<file path="src/rtl/fifo_axis_reader_pkg.sv">
// Shared definitions for fifo_axis_reader and its output buffer: FSM state
// encoding, buffer depth and default widths.
`timescale 1ns/1ps
package fifo_axis_pkg;

    typedef enum logic [1:0] {
        IDLE,
        RUN,
        STOPPING
    } state_t;

    localparam int unsigned BUF_DEPTH      = 2;
    localparam int unsigned DEF_DATA_WIDTH = 32;
    localparam int unsigned DEF_LEN_WIDTH  = 16;

endpackage

</file>
<file path="src/rtl/fifo_axis_reader_axis_out_buf.sv">
// axis_out_buf: 2-entry in-order skid buffer for AXI4-Stream sources; the head
// entry (mem0) stays put while it is waiting to be popped.
`timescale 1ns/1ps
module axis_out_buf
    import fifo_axis_pkg::*;
#(
    parameter int unsigned WIDTH = DEF_DATA_WIDTH + 1
) (
    input  logic             clk,
    input  logic             resetn,
    input  logic             push,
    input  logic [WIDTH-1:0] push_data,
    input  logic             pop,
    output logic [WIDTH-1:0] head,
    output logic [1:0]       occ
);

    logic [WIDTH-1:0] mem0;
    logic [WIDTH-1:0] mem1;
    logic             do_pop;
    logic             do_push;

    assign do_pop  = pop & (occ != 2'd0);
    assign do_push = push & ((occ != 2'(BUF_DEPTH)) | do_pop);
    assign head    = mem0;

    always_ff @(posedge clk) begin
        if (!resetn) begin
            occ  <= '0;
            mem0 <= '0;
            mem1 <= '0;
        end else begin
            case ({do_push, do_pop})
                2'b10: begin
                    if (occ == 2'd0) mem0 <= push_data;
                    else             mem1 <= push_data;
                    occ <= occ + 2'd1;
                end
                2'b01: begin
                    mem0 <= mem1;
                    occ  <= occ - 2'd1;
                end
                2'b11: begin
                    if (occ == 2'd1) begin
                        mem0 <= push_data;
                    end else begin
                        mem0 <= mem1;
                        mem1 <= push_data;
                    end
                end
                default: ;
            endcase
        end
    end

endmodule

</file>
<file path="src/rtl/fifo_axis_reader.sv">
// fifo_axis_reader: drains a 1-cycle-latency FIFO into an AXI4-Stream master with
// tlast framing and graceful stop. Define FIFO_AXIS_READER_STATS_EN for pkt/stall counters.
`timescale 1ns/1ps
module fifo_axis_reader
    import fifo_axis_pkg::*;
#(
    parameter int unsigned DATA_WIDTH = DEF_DATA_WIDTH,
    parameter int unsigned LEN_WIDTH  = DEF_LEN_WIDTH
) (
    input  logic                  clk,
    input  logic                  resetn,
    input  logic                  enable,
    input  logic [LEN_WIDTH-1:0]  pkt_len,
    input  logic                  fifo_empty,
    input  logic [DATA_WIDTH-1:0] fifo_dout,
    output logic                  fifo_rd_en,
    output logic [DATA_WIDTH-1:0] m_axis_tdata,
    output logic                  m_axis_tvalid,
    input  logic                  m_axis_tready,
    output logic                  m_axis_tlast,
    output logic                  busy
`ifdef FIFO_AXIS_READER_STATS_EN
    ,
    output logic [31:0]           pkt_count,
    output logic [31:0]           stall_count
`endif
);

    state_t                state;
    state_t                state_next;
    logic                  read_allowed;
    logic                  pending;
    logic                  pop;
    logic                  tlast_in;
    logic                  pkt_done;
    logic                  room;
    logic [LEN_WIDTH-1:0]  cnt;
    logic [LEN_WIDTH-1:0]  len_q;
    logic [LEN_WIDTH-1:0]  eff_len;
    logic [1:0]            occ;
    logic [2:0]            inflight;
    logic [DATA_WIDTH:0]   head;

    assign pop      = m_axis_tvalid & m_axis_tready;
    // The first beat of a packet uses pkt_len directly; len_q holds it afterwards.
    assign eff_len  = (cnt == '0) ? pkt_len : len_q;
    assign tlast_in = (eff_len != '0) && (cnt == eff_len - LEN_WIDTH'(1));

    // All words of the current packet have been read (or framing is disabled).
    assign pkt_done = (eff_len == '0) | (pending ? tlast_in : (cnt == '0));

    assign inflight   = {1'b0, occ} + {2'b00, pending};
    assign room       = inflight < (3'(BUF_DEPTH) + {2'b00, pop});
    assign fifo_rd_en = resetn & read_allowed & ~fifo_empty & room;

    axis_out_buf #(
        .WIDTH (DATA_WIDTH + 1)
    ) u_buf (
        .clk       (clk),
        .resetn    (resetn),
        .push      (pending),
        .push_data ({tlast_in, fifo_dout}),
        .pop       (pop),
        .head      (head),
        .occ       (occ)
    );

    assign m_axis_tvalid = (occ != 2'd0);
    assign m_axis_tlast  = head[DATA_WIDTH];
    assign m_axis_tdata  = head[DATA_WIDTH-1:0];

    always_ff @(posedge clk) begin
        if (!resetn) begin
            pending <= 1'b0;
            cnt     <= '0;
            len_q   <= '0;
        end else begin
            pending <= fifo_rd_en & ~fifo_empty;
            if (cnt == '0) len_q <= pkt_len;
            if (pending) begin
                if ((eff_len == '0) || tlast_in) cnt <= '0;
                else                             cnt <= cnt + LEN_WIDTH'(1);
            end
        end
    end

    always_ff @(posedge clk) begin
        if (!resetn) state <= IDLE;
        else         state <= state_next;
    end

    always_comb begin
        state_next = state;
        case (state)
            IDLE:     if (enable) state_next = RUN;
            RUN:      if (!enable) state_next = ((cnt == '0) && !pending) ? IDLE : STOPPING;
            STOPPING: begin
                if (enable)        state_next = RUN;
                else if (pkt_done) state_next = IDLE;
            end
            default:  state_next = IDLE;
        endcase
    end

    // With enable low, RUN behaves like STOPPING so no word of a new packet is fetched.
    always_comb begin
        read_allowed = 1'b0;
        busy         = (state != IDLE) | (occ != 2'd0);
        case (state)
            RUN, STOPPING: read_allowed = enable | ~pkt_done;
            default:       read_allowed = 1'b0;
        endcase
    end

`ifdef FIFO_AXIS_READER_STATS_EN
    always_ff @(posedge clk) begin
        if (!resetn) begin
            pkt_count   <= '0;
            stall_count <= '0;
        end else begin
            if (pop & m_axis_tlast) pkt_count <= pkt_count + 32'd1;
            if (m_axis_tvalid & ~m_axis_tready & (stall_count != '1))
                stall_count <= stall_count + 32'd1;
        end
    end
`endif

endmodule

</file>
<file path="config.mk">
export PLATFORM = sky130hd
export DESIGN_NAME = fifo_axis_reader
export DESIGN_NICKNAME = d
export VERILOG_FILES = /design/src/rtl/fifo_axis_reader_pkg.sv /design/src/rtl/fifo_axis_reader_axis_out_buf.sv /design/src/rtl/fifo_axis_reader.sv
export SDC_FILE = /design/constraint.sdc
export NUM_CORES = 1
export LEC_CHECK = 0
export BUFFER_PORTS_ARGS = -buffer_cell sky130_fd_sc_hd__buf_2
export CAP_MARGIN = 20
export CORE_ASPECT_RATIO = 1.4
export CORE_MARGIN = 2
export CORE_UTILIZATION = 35
export CTS_CLUSTER_DIAMETER = 100
export CTS_CLUSTER_SIZE = 28
export DETAILED_ROUTE_END_ITERATION = 10
export PLACE_DENSITY = 0.62
export SLEW_MARGIN = 20
export SYNTH_ARGS = -nofsm -noshare
export SYNTH_HDL_FRONTEND = slang
export SYNTH_SLANG_ARGS = --single-unit
</file>
<file path="constraint.sdc">
create_clock -name clk -period 5 [get_ports clk]
set_input_delay 0.25 -clock clk [delete_from_list [all_inputs] [get_ports clk]]
set_output_delay 0.25 -clock clk [all_outputs]
set_load 0.1 [all_outputs]
</file>
# Yosys cells after proc, flatten, opt, wreduce, memory -nomap -nowiden
# Cells that the tools add are included.
[classes]
add_sub_neg = 6
n_mul = 0
div_mod_pow = 0
order_cmp = 1
eq_ne = 14
shifts = 0
muxes = 17
bitwise_logic = 13
n_reduce_logical = 18
[op_table]
columns = ["cell", "n"]
rows = [
  ["$mux W33", 4],
  ["$pmux W33 S3", 1],
  ["$pmux W33 S2", 1],
  ["$logic_not A16 Y1", 2],
  ["$mux W16", 2],
  ["$add A16 B1 Y16 const B", 1],
  ["$eq A16 B16 Y1", 1],
  ["$reduce_bool A16 Y1", 1],
  ["$sub A16 B1 Y16 const B", 1],
  ["$mux W2", 5],
  ["$ne A2 B2 Y1 const B", 5],
  ["$reduce_bool A2 Y1", 4],
  ["$and A1 B1 Y1", 7],
  ["$eq A2 B1 Y1 const B", 3],
  ["$eq A2 B2 Y1 const B", 3],
  ["$pmux W2 S3", 1],
  ["$reduce_and A3 Y1", 2],
  ["$logic_not A2 Y1", 2],
  ["$or A1 B1 Y1", 4],
  ["$pmux W2 S2", 1],
  ["$add A2 B1 Y3", 1],
  ["$add A2 B1 Y3 const A", 1],
  ["$lt A3 B3 Y1", 1],
  ["$ne A3 B3 Y1 const B", 1],
  ["other kinds (11)", 14],
]
[totals]
reg_bits = 103
latch_bits = 0
mem_bits_rw = 0
rom_bits = 0
inputBits = 53
output_inout_bits = 36
wordCells = 76
memories = 0

# Longest topological paths before layout
[depth]
word_depth = 14
mapped_depth = 19
depth_no_buf = 15

# Modules after synthesis
# Synthesis repeated with hierarchy kept, for this count alone.
[hier_totals]
hier_cells = 725
hier_area_um2 = 5880.6
[by_module_without_submodules]
columns = ["mod", "instances", "cells_each", "area_each_um2", "seq_area_each_um2"]
rows = [
  ["fifo_axis_reader", 1, 373, 3019.1, 700.7],
  ["axis_out_buf", 1, 352, 2861.5, 1361.3],
]

# Worst setup path after synthesis
# No wires, ideal clock.
[synth_timing]
path_kind = "register -> output"
startpoint = "reg cnt[0]"
endpoint = "out fifo_rd_en"
t_arrival_ns = 4.732
t_required_ns = 4.750
setup_slack_ns = 0.018
path_stages_with_launch = 18
n_path_buf = 2
cell_sequence = "dfxtp_1 > inv_1 > ha_1 > or4b_1 > nor4_4 > clkbuf_1 > mux2i_1 > ha_1 > or3b_2 > clkbuf_1 > nor3_1 > mux2_2 > xnor3_1 > a21oi_1 > nand4_1 > nor3_1 > nor2_1 > o211a_1"
[synth_between]
elab_chain_len = 13
word_cells_on_any_way = 15
cone_classes = "add/sub (1); eq/ne (1); mux (3); bitwise (6); reduce/logical (4)"
[synth_lines]
columns = ["element", "line_no", "source"]
rows = [
  ["start: declaration", "fifo_axis_reader.sv:37", "logic [LEN_WIDTH-1:0] cnt;"],
  ["start signal: assignment", "fifo_axis_reader.sv:82", "else cnt <= cnt + LEN_WIDTH'(1);"],
  ["$logic_not A16 Y1", "fifo_axis_reader.sv:46, fifo_axis_reader.sv:50", ""],
  ["$mux W16", "--", ""],
  ["$sub A16 B1 Y16", "fifo_axis_reader.sv:47", "assign tlast_in = (eff_len != '0) && (cnt == eff_len - LEN_WIDTH'(1));"],
  ["$eq A16 B16 Y1", "fifo_axis_reader.sv:47", ""],
  ["$logic_and A1 B1 Y1", "fifo_axis_reader.sv:47", ""],
  ["$mux W1", "fifo_axis_reader.sv:50", "assign pkt_done = (eff_len == '0) | (pending ? tlast_in : (cnt == '0));"],
  ["$or A1 B1 Y1 *", "fifo_axis_reader.sv:50", ""],
  ["$not A1 Y1 *", "fifo_axis_reader.sv:110", "RUN, STOPPING: read_allowed = enable | ~pkt_done;"],
  ["$or A1 B1 Y1 *", "fifo_axis_reader.sv:110", ""],
  ["$mux W1 *", "fifo_axis_reader.sv:109", "case (state)"],
  ["$and A1 B1 Y1 * (3 in a row)", "fifo_axis_reader.sv:54", "assign fifo_rd_en = resetn & read_allowed & ~fifo_empty & room;"],
  ["end: declaration", "fifo_axis_reader.sv:16", "output logic fifo_rd_en,"],
]
# Mark *: on every way between the ends. The rest lies on a longest branch, timed or not.

# Worst setup path after layout
# Ends and elaborated chain as after synthesis.

==> results by group <==
Status
  • Status: complete, no violations

Clock tree
  • Post-CTS Hold Buffers: 0
  • H-tree depth: 3
  • Clock Tree Buf Depth: 2
  • Total CTS buffers: 9
  • TritonCTS clock tree: yes
  • Latest clock arrival within the worst-skew pair: 0.36 ns
  • Clk slew on worst S/H paths: around 0.080 ns
  • Root buf cell: clkbuf_16
  • Clk sinks: just over 100

Finish
  • Most frequent cells in the layout: nand2_1, dfxtp_1, buf_2
  • Non-Filler Instances: 937
  • Register area: roughly 2100 um2
  • Multi-input gate area: roughly 3400 um2
  • Synthesis-to-finish area growth: 15.8%
  • Most common cell after layout, fill and taps aside: nand2_1
  • Layout Nets: between 700 and 800
  • Fill cell count: between 1,500 and 2,000
  • Layout cells sized above 1: 18.5%

Die
  • Die area: roughly 17,000 um2
  • Horiz. Die Dim: 112 um
  • Die Height: between 150 and 200 um
  • Top Ports: 89
  • Core area: around 16,000 um2
  • Starting Density: between 30% and 40%
  • Row count: 55

Timing
  • Final TNS setup: 0 ns
  • Min Tclk post-route: between 4 and 5 ns
  • Layout Skew: between 0.01 and 0.015 ns
  • Worst-Margin Slew: between 1 and 1.5 ns
  • Final Hold Viols: 0
  • Count of final max-slew check failures: 0
  • Setup slack after layout: approximately 0.20 ns
  • Final setup violation count: 0
  • Max Freq: 0.208 GHz
  • Slew margin rel.: 28.2%
  • Final period utilization: around 96%

Pwr
  • Pwr Total: between 3 and 4 mW
  • Sw frac: roughly half
  • Power per cell area: approximately 530 nW/um2
  • Logic gate share of total power: approximately half
  • Lkg Pwr: 3.19 nW
  • Peak VDD IR: roughly 0.44 mV
  • Internal power: 1.68 mW
  • Net Switching: between 1.5 and 2 mW
  • Clk pwr share: around a fifth
  • Sequential Power Share: 30.5%

Detailed routing
  • WL/cell: 15.1 um
  • DRT Pass-1 Iters: 4
  • Starting DRT DRC Count: ~220
  • Total wire length: around 14 mm
  • Vias: between 4,000 and 5,000
  • Vias per inst: 5.23
  • Residual DRC count: 0
  • Post-DRT Antenna Nets: 0

Placement
  • Gp weighted congestion: ~0.9
  • HPWL Detailed: 9.86 mm
  • Cells after DPL: between 900 and 1,000
  • Port bufs: 88
  • Pre-CTS setup slack: about 0.31 ns

Worst setup path
  • CP Launch Type: register
  • Setup Crit Path Kind: reg2out
  • Crit. End Element: output pin
  • Worst Path Required: 4.75 ns
  • Worst Path Max Fanout: 5
  • Crit path DAT: between 4 and 5 ns

Synth
  • Syn. warnings: 0
  • Largest area contributor in the netlist: dfxtp_1
  • Mapped Nets: 740
  • EDFF count, synth: 0
  • Synthesized area: around 5700 um2
  • Yosys top cell area share: between 30 and 40%
  • Sequential-to-total area share from yosys stat: 36.3%
  • Avg Cell Area, Syn: around 8.4 um2
  • Post-synth ARST share: 0%
  • Yosys reg bits: 103
  • Gate Count Post-Synth: between 600 and 700
  • Yosys cell types: 58
  • Most used DFF post-synth: dfxtp_1
  • Synth top area cells: dfxtp_1, nand2_1, mux2i_1

GRT
  • First-pass GRT wire length: roughly 23 mm
  • Initial antenna violation count: 1
  • GRT Overall Usage: between 10% and 20%
  • Vias in the first global route: 4,598
  • GRT overflow: 0
  • Largest net degree at the start of global routing: just over 80

Flow run
  • Max-cap violations: 0

Min path
  • Hold WC Path Type: in2reg
==> power by group through the flow <==
stage	logic, mW	clock network, mW	registers (mW)
2_1_floorplan	0.553	0	1.97
3_3_place_gp	1.72	0	1.08
3_5_place_dp	1.72	0	1.08
4_1_cts	1.73	0.726	1.07
5_1_grt	1.81	0.756	1.09
6_report	1.72	0.698	1.06
==> stage by stage <==
stage | utilization [%] | hold slack [ns] | cell area (um2)
after floorplan | - | 0.395 | 5680
after global placement | 38.9 | 0.444 | 6230
after detailed placement | 38.9 | 0.446 | 6230
after CTS | 40.8 | 0.133 | 6540
after global routing | 41.0 | 0.150 | 6570
final | 41.0 | 0.147 | 6580
==> per-layer routing <==
layer  vias to the layer above  routed length [um]  part of all wire, %  track usage, %
met4                         0                 323                  2.3            6.23
met1                      2296                5910                   42            18.3
li1                       2477                   -                    -               -
met2                       107                7100                   50            29.4
met3                        20                 812                  5.7            5.05
met5                         -                   0                    0               0
==> final timing paths <==
path / start / end / slack, ns / depth (start not counted)
max: cnt[0] / fifo_rd_en / 0.20 / 17
min: fifo_dout[23] / u_buf.mem1[23] / 0.15 / 3
max reg2reg: cnt[0] / cnt[10] / 0.58 / 16
min reg2reg: u_buf.mem1[32] / u_buf.mem1[32] / 0.45 / 2
==> timing repair <==
item                       CTS  global route
buffers inserted             1             0
cloned                       0             0
setup endpoints to repair    1             1
pin swaps                    1             1
resized for setup            2            10
==> worst max-delay path: stages, from the launching register on <==
cell	delay (ns)
dfxtp_1	0.35
inv_1	0.11
ha_1	0.15
or4b_1	0.50
nor4_4	0.29
buf_4	0.20
mux2i_4	0.25
ha_2	0.22
nor3b_1	0.39
o22ai_1	0.20
a31oi_4	0.20
o21ai_1	0.09
nor4_1	0.26
nand4_1	0.19
nor3_2	0.26
nor2_1	0.08
o211a_1	0.24
buf_6	0.19
==> registers in the layout, summed over array words and instances (netlist names) <==
register and count:
state 2, cnt 16, u_buf.mem1 33, pending 1
u_buf.occ 2, len_q 16, u_buf.head 33
==> final cells by class <==
class | count | area share (%)
Timing Repair Buffer | 99 | 8.05
Multi-Input combinational cell | 508 | 51.7
Sequential cell | 103 | 31.4
Inverter | 11 | 0.628
Clock buffer | 9 | 3.42
Tap cell | 199 | 3.79
Clock inverter | 7 | 0.989
Antenna cell | 1 | 0.0381
==> Yosys cell counts, types with 10 or more instances <==
library cell	n
a21boi_0	41
a21oi_1	13
clkbuf_1	43
dfxtp_1	103
ha_1	13
inv_1	11
mux2i_1	49
nand2_1	150
nand3_1	17
nor2_1	31
nor3_1	10
nor4_1	12
o211a_1	36
o21ai_0	11
or3_1	12
xnor2_1	23
==> cell families after synthesis <==
logic type	synth area share (%)
XOR/XNOR	4.87
buffers and inverters	4.56
AO/OA/AOI/OAI	18.0
adder cells (fa/ha/maj)	2.86
multiplexers	9.30
flip-flops	36.3
AND/OR/NAND/NOR	24.1
No activity file was read; power rests on OpenSTA's default activity.
